[config.mk]
export PLATFORM = sky130hd
export DESIGN_NAME = p4_cpu
export DESIGN_NICKNAME = d
export VERILOG_FILES = /design/src/rtl/p4_cpu.sv
export SDC_FILE = /design/constraint.sdc
export NUM_CORES = 1
export LEC_CHECK = 0
export CAP_MARGIN = 40
export CORE_ASPECT_RATIO = 0.9
export CORE_MARGIN = 1.5
export CORE_UTILIZATION = 42
export CTS_CLUSTER_DIAMETER = 80
export DETAILED_ROUTE_END_ITERATION = 6
export PLACE_DENSITY = 0.61
export SETUP_SLACK_MARGIN = 0.15
export SLEW_MARGIN = 0
export SYNTH_ARGS = -nofsm -noshare
export SYNTH_HDL_FRONTEND = slang
export SYNTH_SLANG_ARGS = --single-unit
[constraint.sdc]
create_clock -name clk -period 4.9 [get_ports clk]
set_clock_uncertainty 0.2 [all_clocks]
set_input_delay 0.98 -clock clk [delete_from_list [all_inputs] [get_ports clk]]
set_output_delay 0.98 -clock clk [all_outputs]
set_load 0.005 [all_outputs]
[src/rtl/p4_cpu.sv]
// Simple RISC Machine core: IR, FSM controller, 8x16 register file, A/B/C, shifter, ALU, N/V/Z flags.
// Latency: MOV imm 3, MOV reg/MVN/CMP 5, ADD/AND 6, undefined 2 cycles from the s sample to w=1.
// Flow control: s and load are honoured only in WAIT (w=1); SRM_SHIFTER_EN enables the sh field.
module p4_cpu (
   input  logic        clk,
   input  logic        reset,
   input  logic        s,
   input  logic        load,
   input  logic [15:0] in,
   output logic [15:0] out,
   output logic        N,
   output logic        V,
   output logic        Z,
   output logic        w
);

   typedef enum logic [2:0] {
      S_WAIT,
      S_DECODE,
      S_WRITE_IMM,
      S_GET_A,
      S_GET_B,
      S_EXEC,
      S_WRITE_REG
   } state_t;

   state_t      r_state;
   state_t      w_next;
   logic [15:0] r_ir;
   logic [15:0] r_regs [8];
   logic [15:0] r_a;
   logic [15:0] r_b;
   logic [15:0] r_c;
   logic        r_n;
   logic        r_v;
   logic        r_z;

   logic [2:0]  w_opcode;
   logic [1:0]  w_op;
   logic [2:0]  w_rn;
   logic [2:0]  w_rd;
   logic [2:0]  w_rm;
   logic [15:0] w_sximm8;
   logic        w_is_movi;
   logic        w_is_movr;
   logic        w_is_alu;
   logic        w_is_cmp;
   logic        w_is_mvn;

   logic        w_load_a;
   logic        w_load_b;
   logic        w_load_c;
   logic        w_load_flags;
   logic        w_write_imm;
   logic        w_write_reg;

   logic [15:0] w_bsh;
   logic [15:0] w_alu;
   logic        w_ovf;

   assign w_opcode = r_ir[15:13];
   assign w_op     = r_ir[12:11];
   assign w_rn     = r_ir[10:8];
   assign w_rd     = r_ir[7:5];
   assign w_rm     = r_ir[2:0];
   assign w_sximm8 = {{8{r_ir[7]}}, r_ir[7:0]};

   assign w_is_movi = (w_opcode == 3'b110) && (w_op == 2'b10);
   assign w_is_movr = (w_opcode == 3'b110) && (w_op == 2'b00);
   assign w_is_alu  = (w_opcode == 3'b101);
   assign w_is_cmp  = w_is_alu && (w_op == 2'b01);
   assign w_is_mvn  = w_is_alu && (w_op == 2'b11);

   // Controller: next state and per-state datapath strobes
   always_comb begin
      w_next       = r_state;
      w_load_a     = 1'b0;
      w_load_b     = 1'b0;
      w_load_c     = 1'b0;
      w_load_flags = 1'b0;
      w_write_imm  = 1'b0;
      w_write_reg  = 1'b0;
      case (r_state)
         S_WAIT: begin
            if (s) w_next = S_DECODE;
         end
         S_DECODE: begin
            if (w_is_movi)                 w_next = S_WRITE_IMM;
            else if (w_is_movr || w_is_mvn) w_next = S_GET_B;
            else if (w_is_alu)             w_next = S_GET_A;
            else                           w_next = S_WAIT;
         end
         S_WRITE_IMM: begin
            w_write_imm = 1'b1;
            w_next      = S_WAIT;
         end
         S_GET_A: begin
            w_load_a = 1'b1;
            w_next   = S_GET_B;
         end
         S_GET_B: begin
            w_load_b = 1'b1;
            w_next   = S_EXEC;
         end
         S_EXEC: begin
            w_load_c     = 1'b1;
            w_load_flags = w_is_cmp;
            w_next       = w_is_cmp ? S_WAIT : S_WRITE_REG;
         end
         S_WRITE_REG: begin
            w_write_reg = 1'b1;
            w_next      = S_WAIT;
         end
         default: w_next = S_WAIT;
      endcase
   end

   always_ff @(posedge clk) begin
      if (reset) r_state <= S_WAIT;
      else       r_state <= w_next;
   end

`ifdef SRM_SHIFTER_EN
   always_comb begin
      w_bsh = r_b;
      case (r_ir[4:3])
         2'b01:   w_bsh = {r_b[14:0], 1'b0};
         2'b10:   w_bsh = {1'b0, r_b[15:1]};
         2'b11:   w_bsh = {r_b[15], r_b[15:1]};
         default: w_bsh = r_b;
      endcase
   end
`else
   logic w_unused_sh;
   assign w_unused_sh = ^r_ir[4:3];
   assign w_bsh       = r_b;
`endif

   // MOV reg passes the shifted operand straight through; A is stale for it
   always_comb begin
      w_alu = '0;
      if (w_is_movr) begin
         w_alu = w_bsh;
      end else begin
         case (w_op)
            2'b00:   w_alu = r_a + w_bsh;
            2'b01:   w_alu = r_a - w_bsh;
            2'b10:   w_alu = r_a & w_bsh;
            default: w_alu = ~w_bsh;
         endcase
      end
   end

   assign w_ovf = (r_a[15] != w_bsh[15]) && (w_alu[15] != r_a[15]);

   always_ff @(posedge clk) begin
      if (reset) begin
         r_ir <= '0;
         r_a  <= '0;
         r_b  <= '0;
         r_c  <= '0;
         r_n  <= 1'b0;
         r_v  <= 1'b0;
         r_z  <= 1'b0;
         for (int i = 0; i < 8; i++) r_regs[i] <= '0;
      end else begin
         if (load && (r_state == S_WAIT)) r_ir <= in;
         if (w_load_a) r_a <= r_regs[w_rn];
         if (w_load_b) r_b <= r_regs[w_rm];
         if (w_load_c) r_c <= w_alu;
         if (w_load_flags) begin
            r_n <= w_alu[15];
            r_z <= (w_alu == 16'h0000);
            r_v <= w_ovf;
         end
         if (w_write_imm)      r_regs[w_rn] <= w_sximm8;
         else if (w_write_reg) r_regs[w_rd] <= r_c;
      end
   end

   assign out = r_c;
   assign N   = r_n;
   assign V   = r_v;
   assign Z   = r_z;
   assign w   = (r_state == S_WAIT);

endmodule

* After elaboration in Yosys (flattened, before gate mapping)
Memory sizes are Yosys's and may differ from the RTL's. A register that Yosys moved wholly into a read port is not among the register bits. Index checks and enable logic that the tools add are counted.
Word-level totals: register bits after elaboration 38, memory bits (writable) 128, output and inout bits 20, memories kept 1
Cells by class: add/subtract/negate cells 2, eq/ne operators 14, muxes and demuxes 29, bitwise operators 2, reduce and logical (&&, ||, !) cells 12
Memory list:
- r_regs | depth 8, width 16, rd ports 2, clocked after memory_dff 2, wr ports 8, line 30 | logic [15:0] r_regs [8];
Operator list (number):
- $mux W16 | 3
- $pmux W16 S3 | 1
- $reduce_or A16 Y1 | 2
- $mux W3 | 6
- $mux W1 | 17
- $add A16 B16 Y16 | 1
- $and A16 B16 Y16 | 1
- $logic_not A16 Y1 | 1
- $not A16 Y16 | 1
- $sub A16 B16 Y16 | 1
- $eq A3 B3 Y1 const B | 5
- $pmux W3 S5 | 1
- $eq A3 B2 Y1 const B | 2
- $logic_and A1 B1 Y1 | 6
- $eq A2 B2 Y1 const B | 2
- $eq A3 B1 Y1 const B | 1
- $logic_not A3 Y1 | 1
- $eq A2 B1 Y1 const B | 1
- $logic_not A2 Y1 | 1
- $mux W2 | 1
- $ne A1 B1 Y1 | 2
- $ne A2 B2 Y1 const B | 1
- $logic_or A1 B1 Y1 | 1

* Longest topological paths before layout
depth in word-level cells 8, depth in mapped cells 17, gate-level depth less buffers 16

* Worst setup path before layout
No wires, ideal clock.
path kind register -> register, start point register r_ir[11], end point register r_z, in the netlist Z, library setup time 0.116 ns, arrival time 3.344 ns, data required time 4.584 ns, slack 1.240 ns, stages on the path, launching flop included 16, path buffers 2, cell sequence dfxtp_1 clkbuf_1 nand2_1 clkbuf_1 o31ai_1 xor2_1 ha_1 and3_1 a221o_1 a221oi_2 o21ai_1 a31oi_1 xnor2_1 a221oi_2 nor4_1 a31o_1
On the way: word-level cells in the longest chain between the ends 4, elaborated cells between the ends (all ways) 9, those cells by class eq/ne (2); mux (3); reduce/logical (4)
RTL lines:
- start, declared | line 29 | logic [15:0] r_ir;
- start signal, assigned | line 167 | if (load && (r_state == S_WAIT)) r_ir <= in;
- $eq A2 B2 Y1 (tied with other cells) | line 145 | case (w_op)
- $pmux W16 S3 / $logic_and A1 B1 Y1 (equally long branches) | line 145, 69
- $mux W16 | line 142 | if (w_is_movr) begin
- $logic_not A16 Y1 | line 173 | r_z <= (w_alu == 16'h0000);
- end signal, assigned | line 173
- end, declared | line 36 | logic r_z;
Several ways; a longest one is shown, not always the timed one. A chain may end at the register's enable or synchronous reset.

* Worst setup path in the final report
start point register r_b[0] (read register of r_regs), end point register r_z, in the netlist Z
On the way: word-level cells in the longest chain between the ends 4, elaborated cells between the ends (all ways) 7, those cells by class add/sub (2); mux (2); bitwise (2); reduce/logical (1)
RTL lines:
- start, declared | line 32 | logic [15:0] r_b;
- $sub A16 B16 Y16 (tied with other cells) | line 147 | 2'b01: w_alu = r_a - w_bsh;
- $pmux W16 S3 | line 145
- $mux W16 * | line 142
- $logic_not A16 Y1 * | line 173
Every way passes the cells marked *; elsewhere a longest branch is shown, timed or not.

==> flow_summary.json <==
{
  "outcome": "complete, no violations",
  "initial_core_util_pct": 42.7,
  "syn-instance-count": 977,
  "pre_cts_slack_ns": 0.792,
  "design.core.area_um2": 25100,
  "clk_pin_slew_worst_paths_ns": 0.08,
  "p_sw_share_pct": 27.1,
  "arrival_ns": 4.37,
  "drive_above_1_share_pct": 14.5,
  "die_h_um": 155,
  "vias_per_cell": 5.72,
  "gp_congestion": 0.942,
  "tightest_slew_ns": 0.901,
  "cp_cell_sequence": "inv_1, ha_1, nand2_1, o31ai_1, xor2_1, ha_1, and3_1, a221o_1, a221oi_2, o21ai_1, xor2_1, o221ai_1, nand4b_1, nor4_1, a31o_1",
  "setup_viol": 0,
  "endpoint_kind": "flip-flop",
  "synth_edf_count": 128,
  "cts_resized": 0,
  "slowest_delay_ns": 0.47,
  "area_growth_pct": 12.7,
  "dp_hpwl_mm": 19.8,
  "num_vias": 7694,
  "post_layout_nonfiller_instances": 1344,
  "cp_max_fo": 7,
  "dpl.cell_count": 1312,
  "portBuffers": 39,
  "clock_insertion_delay_worst_skew_ns": 0.46,
  "rows": 55,
  "synth_nets": 1016,
  "diodes": 0,
  "root_buffer": "clkbuf_16",
  "fin_nets": 1028,
  "antenna_found_initial": 0,
  "combPwrFrac_pct": 10.5,
  "ir_drop_mv": 0.192,
  "synthTopCellsByCount": "193 x nor2_1, 128 x edfxtp_1, 92 x nand2_1, 70 x dfxtp_1, 64 x mux4_2",
  "seq_power_share_pct": 50.5,
  "crit_buf_inv": 1,
  "slew_headroom_pct": 39.9,
  "crit_slowest_cell": "a221oi_2",
  "ys_seq_area_share_pct": 48.9,
  "syn-cell-area_um2": 10700,
  "cts-buffers-inserted": 17,
  "setup_ws_ns": 0.722,
  "io_pins": 40,
  "p_switching_w": 0.000994,
  "wl_per_cell_um": 21.3,
  "clkPwrFrac_pct": 39.0,
  "p_int_w": 0.00267,
  "die-area_um2": 26500,
  "grt_max_degree": 46,
  "postCtsSetupBuffers": 0,
  "grt.overflow.total": 0,
  "ys_warn_count": 0,
  "grt_use_total_pct": 22.6,
  "ant_nets": 0,
  "p_per_area_nw_per_um2": 303,
  "synth_area_per_cell_um2": 11.0,
  "grt_pass1_wl_mm": 44.0,
  "fmax_mhz": 239,
  "setup_tns_ns": 0,
  "synth-seq-cells": 198,
  "yosys.area.top_type_share_pct": 35.8,
  "h-tree-depth": 4,
  "synth_top_flop_cell": "edfxtp_1",
  "drc_errors": 0,
  "fin_crit_ns": 4.18,
  "crit_required_ns": 5.10,
  "dr.first_iter.drc_count": 577,
  "wirelength_mm": 28.7,
  "async_flop_share_pct": 0,
  "clock-sinks": 198,
  "die_w_um": 171,
  "crit_path_start_kind": "flip-flop",
  "report.final.slew_viol_count": 0,
  "grt_setup_unrepaired": "no",
  "crit_type": "reg2reg",
  "period_share_pct": 85.3,
  "first_global_vias": 7335,
  "cp_top_family": "compound AO/OA/AOI/OAI gates",
  "clock_path_buffers": 2,
  "dr.pass1.iters": 5,
  "synthTopCellsByArea": "edfxtp_1 36%, mux4_2 13%, dfxtp_1 13%, nor2_1 6.8%, mux2i_1 4.9%",
  "ctsHoldBuffers": 0,
  "netlist-cell-type-count": 67,
  "tritoncts": "yes",
  "post-synth-top-count-cell": "nor2_1",
  "synth.largest_area_cell": "edfxtp_1",
  "hp-class": "reg2reg",
  "p_leak_nw": 3.97,
  "rrSetupSlack_ns": 0.72,
  "drv_cap": 0,
  "hold_viol": 0
}
-- sequential cells by signal, summed over array words and instances, names as in the netlist --
name     cells
r_regs     128
out         16
r_a         16
r_b         16
r_ir        16
r_state      3
N            1
V            1
Z            1
-- cell type report --
| cell class | instances | area (µm²) |
|---|---|---|
| Sequential cell | 198 | 5250 |
| Fill cell | 2265 | 13000 |
| Inverter | 12 | 45.0 |
| Tap cell | 342 | 428 |
| Timing Repair Buffer | 71 | 626 |
| Multi-Input combinational cell | 689 | 5140 |
| Clock buffer | 17 | 425 |
| Clock inverter | 15 | 174 |
-- cells by family after synthesis --
group | count (synthesis) | synth area share [%]
DFF | 198 | 48.9
xor gates and xnor gates | 22 | 1.80
buffers and inverters | 90 | 3.25
AOI/OAI and AO/OA | 166 | 10.5
muxes | 120 | 18.7
and+or+nand+nor | 362 | 14.6
adders and majority gates | 19 | 2.29
-- path summary, 6_finish.rpt --
check	end	cells after the start	start
worst max-delay path	Z	15	r_b[0]
worst min-delay path	r_ir[3]	2	r_ir[3]
worst max register to register	Z	15	r_b[0]
worst min register to register	r_ir[3]	2	r_ir[3]
-- placed cells by master, fill, tap and decap left out, types with 8 or more instances in the layout --
| cell type | count |
|---|---|
| mux4_2 | 64 |
| clkbuf_16 | 17 |
| o21ai_0 | 18 |
| xor2_1 | 8 |
| xnor2_1 | 14 |
| inv_1 | 12 |
| buf_4 | 32 |
| nor3_1 | 15 |
| ha_1 | 18 |
| nor2_1 | 192 |
| mux2i_1 | 53 |
| dfxtp_1 | 68 |
| clkdlybuf4s50_1 | 38 |
| nand3_1 | 8 |
| nand2_1 | 92 |
| a21oi_1 | 55 |
| edfxtp_1 | 128 |
| a211oi_1 | 39 |
-- power by group through the flow --
| stage | Combinational [W] | Clock (W) | Sequential [W] |
|---|---|---|---|
| floorplan | 0.000281 | 0 | 0.00187 |
| global placement | 0.000384 | 0 | 0.00189 |
| detailed placement | 0.000385 | 0 | 0.00189 |
| CTS | 0.000386 | 0.00145 | 0.00185 |
| global route | 0.000414 | 0.00150 | 0.00186 |
| finish | 0.000385 | 0.00143 | 0.00185 |
-- per-stage QoR --
stage / instance area [µm²] / power, W / hold slack [ns] / util [%]
after floorplan: 10700 / 0.00215 / 0.236 / -
after global placement: 11500 / 0.00227 / 0.250 / 45.7
after detailed placement: 11500 / 0.00228 / 0.249 / 45.7
after CTS: 12100 / 0.00368 / 0.262 / 48.1
after global routing: 12100 / 0.00378 / 0.293 / 48.1
final: 12100 / 0.00367 / 0.261 / 48.1
-- worst reg2reg max path, stage by stage (launching register included) --
cell	delay, ns
dfxtp_1	0.36
inv_1	0.11
ha_1	0.20
nand2_1	0.06
o31ai_1	0.41
xor2_1	0.13
ha_1	0.38
and3_1	0.22
a221o_1	0.32
a221oi_2	0.47
o21ai_1	0.13
xor2_1	0.18
o221ai_1	0.35
nand4b_1	0.17
nor4_1	0.29
a31o_1	0.13
-- routing by layer --
metal / vias to the layer above / global-route usage [%] / part of all wire, % / routed length [µm]
met5: - / 0 / 0 / 0
met3: 31 / 2.99 / 5.3 / 1520
met2: 241 / 36.0 / 47 / 13600
met4: 0 / 6.10 / 1.7 / 500
li1: 3624 / - / - / -
met1: 3798 / 32.3 / 46 / 13100
Note: power is estimated with default switching activity, not from simulation.
